### src/rtl/aes_top_pkg.sv
// Shared definitions for the AES top-level sequencing logic.
//   phase_t        : phase encoding driven on the stepper's phase output
//   LSB_HI/LSB_LO  : slice of the least-significant (displayed) byte in a
//                    128-bit state vector whose bit 0 is the MSB
//   NUM_ROUNDS_DEF : default last round index of each phase
package aes_top_pkg;

    typedef enum logic [1:0] {
        PH_IDLE = 2'b00,
        PH_ENC  = 2'b01,
        PH_DEC  = 2'b10,
        PH_DONE = 2'b11
    } phase_t;

    localparam int LSB_HI         = 120;
    localparam int LSB_LO         = 127;
    localparam int NUM_ROUNDS_DEF = 10;

endpackage

### src/rtl/aes_round_stepper_dwell_timer.sv
// dwell_timer: counts enabled cycles and flags the last one of each dwell.
//   clk, rst : clock, asynchronous active-high reset
//   clear    : synchronous clear to 0 (wins over en)
//   en       : advance the counter this cycle
//   tick     : high while en=1 and the count sits at DWELL_CYCLES-1; the
//              counter wraps to 0 on that same edge
module dwell_timer #(
    parameter int DWELL_CYCLES = 50000000,
    parameter int CNT_W        = 26
) (
    input  logic clk,
    input  logic rst,
    input  logic clear,
    input  logic en,
    output logic tick
);

    localparam logic [CNT_W-1:0] LAST = CNT_W'(DWELL_CYCLES - 1);

    logic [CNT_W-1:0] cnt;

    assign tick = en && (cnt == LAST);

    always_ff @(posedge clk or posedge rst) begin
        if (rst) begin
            cnt <= '0;
        end else if (clear) begin
            cnt <= '0;
        end else if (en) begin
            // Wraps only through the tick, never free-runs past LAST.
            cnt <= tick ? '0 : cnt + CNT_W'(1);
        end
    end

endmodule

### src/rtl/aes_round_stepper.sv
// aes_round_stepper: walks the shared round index through the encryption
// rounds, then the decryption rounds, holding each for DWELL_CYCLES cycles.
// At the end of every dwell the displayed byte of the active datapath is
// captured; on leaving decryption the deciphered block is compared with the
// plaintext to produce the pass flag.
//   clk, rst        : clock, asynchronous active-high reset
//   start           : run request, honoured only in IDLE or DONE
//   cipher_state    : cipher output (bit 0 = MSB)
//   decipher_state  : decipher output (bit 0 = MSB)
//   plain_text      : reference plaintext for the pass check
//   round           : round index driven to cipher/decipher
//   phase           : 00 IDLE, 01 ENC, 10 DEC, 11 DONE
//   disp_byte       : last captured byte, disp_valid pulses when it updates
//   busy, done      : in ENC/DEC, in DONE
//   pass            : result of the pass check, meaningful while done
module aes_round_stepper
    import aes_top_pkg::*;
#(
    parameter int NUM_ROUNDS   = NUM_ROUNDS_DEF,
    parameter int DWELL_CYCLES = 50000000,
    parameter int CNT_W        = 26
) (
    input  logic         clk,
    input  logic         rst,
    input  logic         start,
    input  logic [0:127] cipher_state,
    input  logic [0:127] decipher_state,
    input  logic [0:127] plain_text,
    output logic [4:0]   round,
    output logic [1:0]   phase,
    output logic [7:0]   disp_byte,
    output logic         disp_valid,
    output logic         busy,
    output logic         done,
    output logic         pass
);

    localparam logic [4:0] LAST_ROUND = 5'(NUM_ROUNDS);

    phase_t     phase_q, phase_nx;
    logic [4:0] round_nx;
    logic [7:0] byte_nx;
    logic       valid_nx;
    logic       pass_nx;
    logic       tick;

    // The dwell counter only runs while busy and is held at 0 otherwise, so a
    // (re)start always begins a full dwell.
    dwell_timer #(
        .DWELL_CYCLES (DWELL_CYCLES),
        .CNT_W        (CNT_W)
    ) u_dwell (
        .clk   (clk),
        .rst   (rst),
        .clear (!busy),
        .en    (busy),
        .tick  (tick)
    );

    always_comb begin
        phase_nx = phase_q;
        round_nx = round;
        byte_nx  = disp_byte;
        valid_nx = 1'b0;
        pass_nx  = pass;
        case (phase_q)
            PH_IDLE, PH_DONE: begin
                // Restart from DONE clears pass; disp_byte is kept until the
                // first tick of the new run.
                if (start) begin
                    phase_nx = PH_ENC;
                    round_nx = '0;
                    pass_nx  = 1'b0;
                end
            end
            PH_ENC: begin
                if (tick) begin
                    valid_nx = 1'b1;
                    byte_nx  = cipher_state[LSB_HI:LSB_LO];
                    if (round == LAST_ROUND) begin
                        phase_nx = PH_DEC;
                        round_nx = '0;
                    end else begin
                        round_nx = round + 5'd1;
                    end
                end
            end
            PH_DEC: begin
                if (tick) begin
                    valid_nx = 1'b1;
                    byte_nx  = decipher_state[LSB_HI:LSB_LO];
                    if (round == LAST_ROUND) begin
                        // Round stays at the last index through DONE.
                        phase_nx = PH_DONE;
                        pass_nx  = (decipher_state == plain_text);
                    end else begin
                        round_nx = round + 5'd1;
                    end
                end
            end
            default: phase_nx = PH_IDLE;
        endcase
    end

    always_ff @(posedge clk or posedge rst) begin
        if (rst) begin
            phase_q    <= PH_IDLE;
            round      <= '0;
            disp_byte  <= '0;
            disp_valid <= 1'b0;
            busy       <= 1'b0;
            done       <= 1'b0;
            pass       <= 1'b0;
        end else begin
            phase_q    <= phase_nx;
            round      <= round_nx;
            disp_byte  <= byte_nx;
            disp_valid <= valid_nx;
            busy       <= (phase_nx == PH_ENC) || (phase_nx == PH_DEC);
            done       <= (phase_nx == PH_DONE);
            pass       <= pass_nx;
        end
    end

    assign phase = phase_q;

endmodule

### config.mk
export PLATFORM = sky130hd
export DESIGN_NAME = aes_round_stepper
export DESIGN_NICKNAME = d
export VERILOG_FILES = /design/src/rtl/aes_top_pkg.sv /design/src/rtl/aes_round_stepper_dwell_timer.sv /design/src/rtl/aes_round_stepper.sv
export SDC_FILE = /design/constraint.sdc
export NUM_CORES = 1
export LEC_CHECK = 0
export BUFFER_PORTS_ARGS = -buffer_cell sky130_fd_sc_hd__buf_2
export CAP_MARGIN = 20
export CORE_AREA = 2 2 157 159
export CTS_BUF_LIST = sky130_fd_sc_hd__clkbuf_2 sky130_fd_sc_hd__clkbuf_4 sky130_fd_sc_hd__clkbuf_8
export DETAILED_ROUTE_END_ITERATION = 7
export DIE_AREA = 0 0 159 161
export SYNTH_ARGS = -nofsm -noshare
export SYNTH_HDL_FRONTEND = slang
export SYNTH_SLANG_ARGS = --single-unit
### constraint.sdc
create_clock -name clk -period 4.6 [get_ports clk]
set_input_delay 0.46 -clock clk [delete_from_list [all_inputs] [get_ports clk]]
set_output_delay 0.46 -clock clk [all_outputs]
set_load 0.01 [all_outputs]
==> out/metrics.csv, run 1 <==
stage;metric;value;unit
status;status;finished clean;
worst_setup_path;worst r2r src;u_dwell.cnt[0];
worst_setup_path;r2r setup slk;1920;ps
sta;setup_tns;0;ps
sta;post-route minimum period;2680;ps
global_route;grt ovf;0;
final_layout;Fillers;2741;
final_layout;post-layout util;24.5;%
place;GP Congestion;0.927;
worst_setup_path;Worst Setup Start Kind;register;
power;switching part of the total power;29.5;%
worst_setup_path;Reg-to-Reg End;u_dwell.cnt[15];
synthesis;Net Count, Synth;869;
sta;RSZ-0062 raised after global routing;false;
synthesis;#FFs+latches synth;45;
sta;Fin Clk Skew;17.7;ps
worst_setup_path;slowest CP cell;or4_1;
sta;Slew HR;33.6;%
power;pwr/cell area;171;nW/µm²
global_route;largest net degree at the start of global routing;46;
place;placed insts;1080;
global_route;first-pass GRT wire length;32600;µm
final_layout;# nets final;1156;
final_layout;P&R area growth vs syn;50.1;%
synthesis;library cells used by synthesis;50;
global_route;vias in the first global route;4828;
final_layout;design area;5860;µm²
final_layout;fraction of layout cells with a size suffix above 1;39.4;%
global_route;met2 Track Usage GR;26.1;%
cts;clk buf depth;2;
die;initial cell density of the core;16.3;%
sta;Final Hold Vio Count;0;
synthesis;Synth Warn #;0;
synthesis;Synth area leader;dfrtp_1;
place;HPWL after DPL;21600;µm
power;Reg power frac;39.4;%
detailed_routing;Final ANT Viol Nets;0;
synthesis;top cells by count, synth;58 x inv_1, 51 x xor2_1, 45 x dfrtp_1;
synthesis;top-count cell post-synth;inv_1;
final_layout;Finished Layout Cells;1096;
flow_run;max_cap viols;0;
worst_setup_path;crit path kind;reg -> reg;
die;Core ar.;24000;µm²
sta;Worst Tran Pin Value;990;ps
detailed_routing;vias per cell;4.45;
cts;CTS sink cnt;45;
power;switching power;296;µW
sta;highest clock rate;372;MHz
synthesis;ys flop type;dfrtp_1;
die;overall die area;25600;µm²
synthesis;synthesized area;3910;µm²
worst_setup_path;CP required;4760;ps
global_route;GR Layer Usage met3;6.81;%
die;std cell rows;57;
worst_setup_path;crit path max fanout;24;
power;Pint;707;µW
power;Clock power frac;31.7;%
cts;CTS Root Cell;clkbuf_8;
cts;clk slew on worst S/H paths;100;ps
detailed_routing;drt drc;0;
detailed_routing;initial DRC count;312;
cts;Resized cells post-CTS;0;
worst_hold_path;hold crit path type;in -> async;
power;Lkg Pwr;0.00285;µW
worst_setup_path;Critical Path, Cell by Cell;ha_1 -> nand3_2 -> or2_4 -> or4_1 -> nand2_1 -> nor2_1;
sta;crit share post-route;58.4;%
synthesis;sequential-to-total area share from yosys stat;28.8;%
cts;H-Tree Level Count;2;
detailed_routing;Routed wire per std cell;21.5;µm
place;Port Buffers;285;
worst_setup_path;critical path arrival;2850;ps
cts;CTS Buf Count;5;
detailed_routing;DR pass1 iterations;5;
cts;Post-CTS Setup Inserts;0;
synthesis;Post-synth EDFFs;0;
global_route;number of antenna violations at the first check in global routing;38;
synthesis;Synth area leaders;dfrtp_1 29%, xor2_1 11%, xnor2_1 8.7%;
cts;quantity of hold-fixing buffers added after cts;0;
cts;clk_lat worst skew;310;ps
detailed_routing;DRT Wirelength;23600;µm
global_route;met1 usage;25.6;%
die;Die W;159;µm
place;dpl cell area;5730;µm²
sta;max-slew violation count;0;
global_route;GRT busiest layer;met2;
synthesis;Synth top area share;28.8;%
synthesis;asr flop ratio synth;100;%
die;num ports;406;
worst_setup_path;max incr delay on CP;690;ps
cts;CTS tree;done;
detailed_routing;vias;4879;
worst_setup_path;Reg2Reg Depth;6;
power;maximum vdd drop;108;µV
global_route;GRT Total Usage;17.8;%
synthesis;Gate Count Post-Synth;476;
power;Logic pwr share;28.9;%
synthesis;Syn Area/Cell;8.21;µm²
die;die height;161;µm
sta;Setup violations, final;0;
worst_setup_path;crit end category;register;
-- area by class of cell --
| class | instances | area, µm² | share of cell area, % |
|---|---|---|---|
| Timing Repair Buffer | 287 | 1440 | 24.6 |
| Tap cell | 324 | 405 | 6.91 |
| Antenna cell | 8 | 20.0 | 0.341 |
| Multi-Input combinational cell | 366 | 2530 | 43.2 |
| Inverter | 58 | 218 | 3.71 |
| Sequential cell | 45 | 1130 | 19.2 |
| Clock inverter | 3 | 48.8 | 0.832 |
| Clock buffer | 5 | 68.8 | 1.17 |
-- how the worst max path moves through the flow --
stage                              start              end  slack (ps)  depth (start not counted)
after floorplan           u_dwell.cnt[0]         round[3]        2210                          7
after global placement     plain_text[2]             pass        1730                          8
after CTS                 u_dwell.cnt[0]  u_dwell.cnt[15]        1900                          6
final                     u_dwell.cnt[0]  u_dwell.cnt[15]        1920                          6
after detailed placement   plain_text[2]             pass        1710                          8
after global routing      u_dwell.cnt[0]   u_dwell.cnt[9]        1700                          6
-- metal layers --
| layer | wire, µm | up-vias |
|---|---|---|
| met4 | 215 | 18 |
| met2 | 9530 | 318 |
| met1 | 11200 | 2251 |
| met5 | 120 | - |
| li1 | - | 2260 |
| met3 | 2560 | 32 |
-- critical path: cells and delay by family, from the launching register on --
kind                       cells  cell delay, ps
adders and majority gates      1             210
and+or+nand+nor                5            1920
DFF                            1             400
-- sequential cells by signal (all words and copies together) (netlist names) --
signal,cells
phase,2
disp_byte,8
busy,1
done,1
u_dwell.cnt,26
round,5
disp_valid,1
pass,1
-- cell usage in the layout (no fill, tap or decap), types with 8 or more instances in the layout --
master,instances
xor2_1,51
nor3_1,8
nor2_1,34
nand2_1,24
buf_2,285
inv_1,57
nand3_1,14
xnor2_1,39
nor2b_1,17
mux2i_1,8
o22ai_1,18
nand2b_1,17
dfrtp_1,45
o21ai_0,16
nand4_1,18
nor4_1,18
diode_2,8
-- cell families (layout without fill, tap and decap cells) --
kind of cell	Yosys count	in the layout	synth area share (%)
other cells	0	8	0
fa+ha+maj	6	6	1.92
buf+inv	65	353	6.28
simple gates	177	177	25.4
xor+xnor	90	90	20.2
compound gates	85	85	15.3
flops	45	45	28.8
mux	8	8	2.05
-- power groups by stage --
stage / sequential, µW / combinational [µW] / clock [µW]
3_3_place_gp: 403 / 290 / 0
3_5_place_dp: 403 / 291 / 0
2_1_floorplan: 403 / 104 / 0
5_1_grt: 395 / 315 / 337
4_1_cts: 395 / 293 / 326
6_report: 395 / 290 / 318
-- metrics by stage --
step / power (µW) / worst slack (ps) / hold WS (ps)
after CTS: 1010 / 1900 / 302
final: 1000 / 1920 / 283
after global routing: 1050 / 1700 / 341
after floorplan: 508 / 2210 / 448
after global placement: 693 / 1730 / 461
after detailed placement: 694 / 1710 / 467
Power figures use the tool's default switching activity.
==> inputs of run 2 (changes only) <==
ABC_AREA = 1   (was not set)
CORE_AREA = 2 2 158 160   (was 2 2 157 159)
DIE_AREA = 0 0 160 162   (was 0 0 159 161)
clock period = 2.5 ns   (was 4.6 ns; I/O delays follow)
==> run 2 against run 1 <==
  * Setup slack got worse by 1300 ps
  * Flip-flop and latch count did not move
  * Clock-buffer cell count rose by 1
  * Global-route usage fell by 0.60 points
  * First-iteration DRC count rose by 22%
  * Sequential power rose by 84%
  * Non-clock buffer count rose by 1
  * Wire length fell by 3.5%
  * Worst hold slack got worse by 44 ps
  * Register-to-register slack got worse by 1300 ps
  * Power rose by 78%
  * Sequential share of layout area fell by 3.0 points
  * Largest cell class unchanged
  * Largest power group unchanged
==> out/metrics.csv, run 2 <==
stage;metric;value;unit
power;pwr/cell area;257;nW/µm²
final_layout;max reg flops;26;
sta;Fin Clk Skew;6.62;ps
place;placed insts;1495;
sta;setup_tns;0;ps
power;Lkg Pwr;0.00422;µW
final_layout;most frequent cells in the layout;326 x nand2_1, 285 x buf_2, 227 x inv_1, 90 x nor2_1, 45 x dfrtp_1;
synthesis;Synth area leaders;nand2_1 25%, dfrtp_1 23%, inv_1 17%;
sta;Worst Tran Pin Value;629;ps
global_route;first-pass GRT wire length;32800;µm
synthesis;Synth top area share;24.5;%
power;maximum vdd drop;171;µV
sta;Slew HR;57.6;%
status;status;finished clean;
synthesis;top-count cell post-synth;nand2_1;
cts;clk buf depth;2;
synthesis;library cells used by synthesis;35;
synthesis;Synth Warn #;0;
place;GP Congestion;0.863;
detailed_routing;DR pass1 iterations;5;
cts;CTS sink cnt;45;
global_route;number of antenna violations at the first check in global routing;51;
cts;clk slew on worst S/H paths;90;ps
global_route;grt ovf;0;
synthesis;top cells by count, synth;326 x nand2_1, 228 x inv_1, 90 x nor2_1;
cts;Post-CTS Setup Inserts;0;
worst_setup_path;crit path kind;reg -> reg;
cts;quantity of hold-fixing buffers added after cts;1;
flow_run;max_cap viols;0;
final_layout;P&R area growth vs syn;39.4;%
synthesis;Syn Area/Cell;5.62;µm²
detailed_routing;Final ANT Viol Nets;0;
final_layout;Top reg by flops;u_dwell.cnt;
die;std cell rows;57;
worst_hold_path;hold crit path type;in -> reg;
global_route;largest net degree at the start of global routing;33;
die;Die W;160;µm
final_layout;# nets final;1572;
die;overall die area;25900;µm²
global_route;GRT Total Usage;17.2;%
worst_setup_path;worst r2r src;u_dwell.cnt[0];
sta;max-slew violation count;0;
place;Place WS;564;ps
cts;CTS tree;done;
global_route;vias in the first global route;5472;
final_layout;Top Registers;u_dwell.cnt x26, disp_byte x8, round x5;
synthesis;synthesized area;4990;µm²
sta;highest clock rate;532;MHz
final_layout;Fillers;2773;
worst_setup_path;Critical Path Source;u_dwell.cnt[0];
cts;clk_lat worst skew;300;ps
detailed_routing;vias;6076;
synthesis;sequential-to-total area share from yosys stat;22.6;%
final_layout;design area;6950;µm²
sta;Setup violations, final;0;
sta;Final Hold Vio Count;0;
detailed_routing;initial DRC count;380;
cts;Resized cells post-CTS;0;
worst_setup_path;CP required;2680;ps
synthesis;Synth area leader;nand2_1;
worst_setup_path;crit path max fanout;4;
sta;post-route minimum period;1880;ps
worst_hold_path;Hold Startpoint;start;
synthesis;ys flop type;dfrtp_1;
sta;RSZ-0062 raised after global routing;false;
synthesis;Net Count, Synth;1281;
place;Port Buffers;285;
detailed_routing;vias per cell;4.00;
cts;CTS Buf Count;5;
die;die height;162;µm
detailed_routing;Routed wire per std cell;15.0;µm
synthesis;Gate Count Post-Synth;888;
final_layout;fraction of layout cells with a size suffix above 1;28.3;%
detailed_routing;drt drc;0;
die;initial cell density of the core;20.7;%
synthesis;Post-synth EDFFs;0;
cts;CTS Root Cell;clkbuf_8;
cts;H-Tree Level Count;2;
die;num ports;406;
detailed_routing;DRT Wirelength;22800;µm
final_layout;most common cell after layout, fill and taps aside;nand2_1;
place;dpl cell area;6810;µm²
worst_setup_path;Worst Setup Start Kind;register;
final_layout;Finished Layout Cells;1519;
sta;crit share post-route;75.2;%
worst_setup_path;critical path arrival;2070;ps
worst_setup_path;crit end category;register;
synthesis;asr flop ratio synth;100;%
place;HPWL after DPL;21000;µm
sta;final setup margin;619;ps
synthesis;#FFs+latches synth;45;
die;Core ar.;24100;µm²
==> run 2: cell types whose count changed in the layout (fill, tap and decap cells not counted), sizes merged, moves of 8 or more <==
cell / change
a21oi: +8
nor2: +64
o21ai: +11
nand2: +311
nand2b: -17
nor3: +8
o22ai: -16
inv: +171
nor4: -18
nor2b: -17
xor2: -39
==> run 2: final timing paths <==
path | cells after the start | slack (ps) | endpoint
min in group asynchronous | 3 | 460 | disp_byte[5]
max in group asynchronous | 4 | 1300 | u_dwell.cnt[18]
hold / removal | 3 | 240 | phase[0]
setup / recovery | 11 | 620 | busy
setup reg to reg | 11 | 620 | busy
hold reg to reg | 1 | 490 | u_dwell.cnt[0]
==> run 2: logic make-up after synthesis <==
family	count (synthesis)	synth area share, %
compound gates	53	6.50
xor+xnor	51	8.96
fa+ha+maj	6	1.51
buf+inv	234	17.9
flops	45	22.6
mux	5	1.00
simple gates	494	41.6
==> run 2: report_power, final <==
part           internal [µW]  leakage (µW)  switching [µW]
combinational            287       0.00361             286
sequential               727      0.000562               0
clock                    225     0.0000513             263
==> run 2: critical path, cell delays in order, from the launching register on <==
cell and delay [ps]:
dfrtp_1 390, ha_1 190, nand2_2 100, nor2_4 130, nand3_2 80, nor2_2 150
nand2_2 120, nand2_4 90, nand2_1 60, nand3_1 80, nand2_1 70, ha_1 290
==> run 2: per-layer routing <==
layer  up-vias  global-route usage, %  wire length [µm]
met4        22                   1.06                90
met1      2550                   26.2             11500
li1       3190                      -                 -
met2       287                   21.5              7650
met5         -                      0               140
met3        27                   9.24              3360
==> run 2: cell type report <==
class                   instances  area [µm²]  area share [%]
diodes                         15        37.5           0.540
clock buffers                   6        82.6            1.19
clock inverters                 2        13.8           0.198
inverters                     230         863            12.4
multi-input cells             609        2970            42.7
flip-flops and latches         45        1130            16.2
well taps                     324         405            5.83
repair buffers                288        1450            20.9
==> run 2: per-stage QoR <==
step	util (%)	power [µW]	hold WS, ps
after floorplan	-	1010	429
after global placement	28.2	1310	228
after detailed placement	28.2	1320	234
after CTS	28.7	1820	226
after global routing	28.7	1930	258
final	28.8	1790	239
==> inputs of run 3 (changes only) <==
CORE_AREA = 2 2 160 162   (was 2 2 158 160)
DIE_AREA = 0 0 162 164   (was 0 0 160 162)
clock period = 1.7 ns   (was 2.5 ns; I/O delays follow)
==> run 3 against run 2 <==
  * Critical path depth down 1
  * Largest cell class unchanged
  * Via count up 3.3%
  * The run now ends with negative setup slack left
  * Core utilization is 1.9 points higher
  * Largest power group unchanged
  * Critical path type unchanged
  * Final cell count grew 4.1%
  * Maximum frequency is 5.5% higher
  * Global-route usage grew 0.56 points
  * Flip-flop and latch count did not move
  * Sequential share of layout area down 1.4 points
  * Combinational power rose by 50%
  * First-iteration DRC count down 7.1%
  * Clock skew is 8.3 ps higher
  * Die area up 2.5%
==> out/metrics.csv, run 3 (synthesis results as in run 2) <==
stage;metric;value;unit
cts;clk_lat worst skew;320;ps
die;die height;164;µm
final_layout;post-layout util;30.7;%
sta;max-slew violation count;0;
detailed_routing;initial DRC count;353;
sta;crit share post-route;105;%
die;overall die area;26600;µm²
worst_setup_path;CP required;1910;ps
worst_setup_path;crit path kind;reg -> reg;
worst_setup_path;critical path arrival;1990;ps
place;GP Congestion;0.924;
worst_setup_path;max incr delay on CP;370;ps
final_layout;Top reg by flops;u_dwell.cnt;
final_layout;max reg flops;26;
die;Die W;162;µm
global_route;grt ovf;0;
status;failing checks;negative setup slack;
sta;final setup margin;-82.7;ps
power;total power;2770;µW
cts;CTS tree;done;
detailed_routing;drt drc;0;
detailed_routing;Routed wire per std cell;15.5;µm
cts;clk slew on worst S/H paths;100;ps
cts;quantity of hold-fixing buffers added after cts;0;
global_route;largest net degree at the start of global routing;46;
power;pwr/cell area;363;nW/µm²
sta;RSZ-0062 raised after global routing;true;
sta;Final Hold Vio Count;0;
die;std cell rows;58;
worst_setup_path;Worst Setup Start Kind;register;
flow_run;max_cap viols;0;
final_layout;most frequent cells in the layout;312 x nand2_1, 285 x buf_2, 226 x inv_1, 84 x nor2_1, 47 x buf_4;
cts;clk buf depth;2;
power;Lkg Pwr;0.00456;µW
die;initial cell density of the core;20.1;%
cts;H-Tree Level Count;2;
detailed_routing;vias;6278;
sta;post-route minimum period;1780;ps
worst_hold_path;hold crit path type;in -> async;
sta;Fin Clk Skew;14.9;ps
detailed_routing;DR pass1 iterations;5;
sta;WHS;6.93;ps
global_route;first-pass GRT wire length;34100;µm
final_layout;# nets final;1624;
power;maximum vdd drop;276;µV
die;Core ar.;24800;µm²
detailed_routing;DRT Wirelength;24400;µm
worst_setup_path;Reg2Reg Depth;10;
cts;CTS Buf Count;5;
worst_setup_path;slowest CP cell;dfrtp_1;
final_layout;Top Registers;u_dwell.cnt x26, disp_byte x8, round x5;
cts;CTS sink cnt;45;
status;status;complete, but fails checks;
worst_setup_path;crit end category;register;
die;num ports;406;
sta;Worst Tran Pin Value;612;ps
sta;Setup violations, final;3;
sta;highest clock rate;561;MHz
sta;Slew HR;59.2;%
worst_setup_path;Critical Path, Cell by Cell;ha_2 -> nand2_4 -> nor2_4 -> inv_2 -> nor2_2 -> nand3_1 -> nor2_1 -> nand2_1 -> a31oi_1 -> ha_1;
final_layout;fraction of layout cells with a size suffix above 1;33.7;%
place;HPWL after DPL;22000;µm
global_route;GRT Total Usage;17.8;%
place;Port Buffers;285;
worst_setup_path;crit path max fanout;3;
detailed_routing;Final ANT Viol Nets;0;
global_route;vias in the first global route;5740;
final_layout;P&R area growth vs syn;53.0;%
detailed_routing;vias per cell;3.97;
cts;CTS Root Cell;clkbuf_8;
global_route;number of antenna violations at the first check in global routing;44;
final_layout;most common cell after layout, fill and taps aside;nand2_1;
-- run 3: changes by cell type in the layout (fill, tap and decap cells not counted), moves of 5 or more --
cell and change:
buf_4 +45, buf_6 +5, diode_2 +6, nand2_1 -14
nand2_4 +14, nor2_1 -6
-- run 3: routing by layer --
metal | up-vias | global-route usage, % | share of wire [%]
li1 | 3304 | - | -
met1 | 2642 | 26.2 | 46
met4 | 18 | 1.33 | 0.47
met5 | - | 0 | 0.48
met3 | 28 | 8.36 | 17
met2 | 286 | 24.1 | 36
-- run 3: report_power, final --
group,leakage [µW],switching [µW],internal (µW),total [µW]
registers,0.000561,0,1070,1070
logic,0.00394,431,428,859
clock network,0.0000547,402,436,838
-- run 3: area by class of cell --
type / instances / area [µm²]
antenna: 21 / 52.6
inverter: 230 / 863
clock inverter: 2 / 38.8
sequential: 45 / 1130
multi-input combinational: 610 / 3190
tap: 330 / 413
clock buffer: 5 / 68.8
timing repair buffer: 339 / 1880
fill: 2819 / 17200
-- run 3: worst paths after layout --
| kind | slack [ps] | endpoint | from |
|---|---|---|---|
| setup / recovery | -80 | busy | u_dwell.cnt[1] |
| hold / removal | 7 | round[4] | rst |
| setup reg to reg | -80 | busy | u_dwell.cnt[1] |
| hold reg to reg | 520 | disp_byte[2] | disp_byte[2] |
| max in group asynchronous | 1250 | u_dwell.cnt[2] | rst |
| min in group clk | 160 | disp_byte[2] | cipher_state[125] |
-- run 3: through the flow --
stage / cells / setup WS, ps / TNS [ps] / area [µm²]
3_3_place_gp: 1545 / -45.7 / -49.9 / 7170
6_report: 1582 / -82.7 / -162 / 7630
4_1_cts: 1554 / -49.5 / -54.7 / 7310
3_5_place_dp: 1545 / -70.5 / -196 / 7170
2_1_floorplan: 888 / 1.61 / 0 / 5000
5_1_grt: 1562 / -192 / -1090 / 7580
-- run 3: critical path, delay by kind of cell, from the launching register on --
kind            cells  cell delay, ps
fa+ha+maj           2             470
buf+inv             1              50
flops               1             370
compound gates      1             190
simple gates        6             570
-- run 3: repair_timing --
action	in CTS	in global routing
gates cloned	0	2
setup buffers	2	7
endpoints found under the setup margin	10	32
pin swaps	8	12
gates resized for setup	7	49
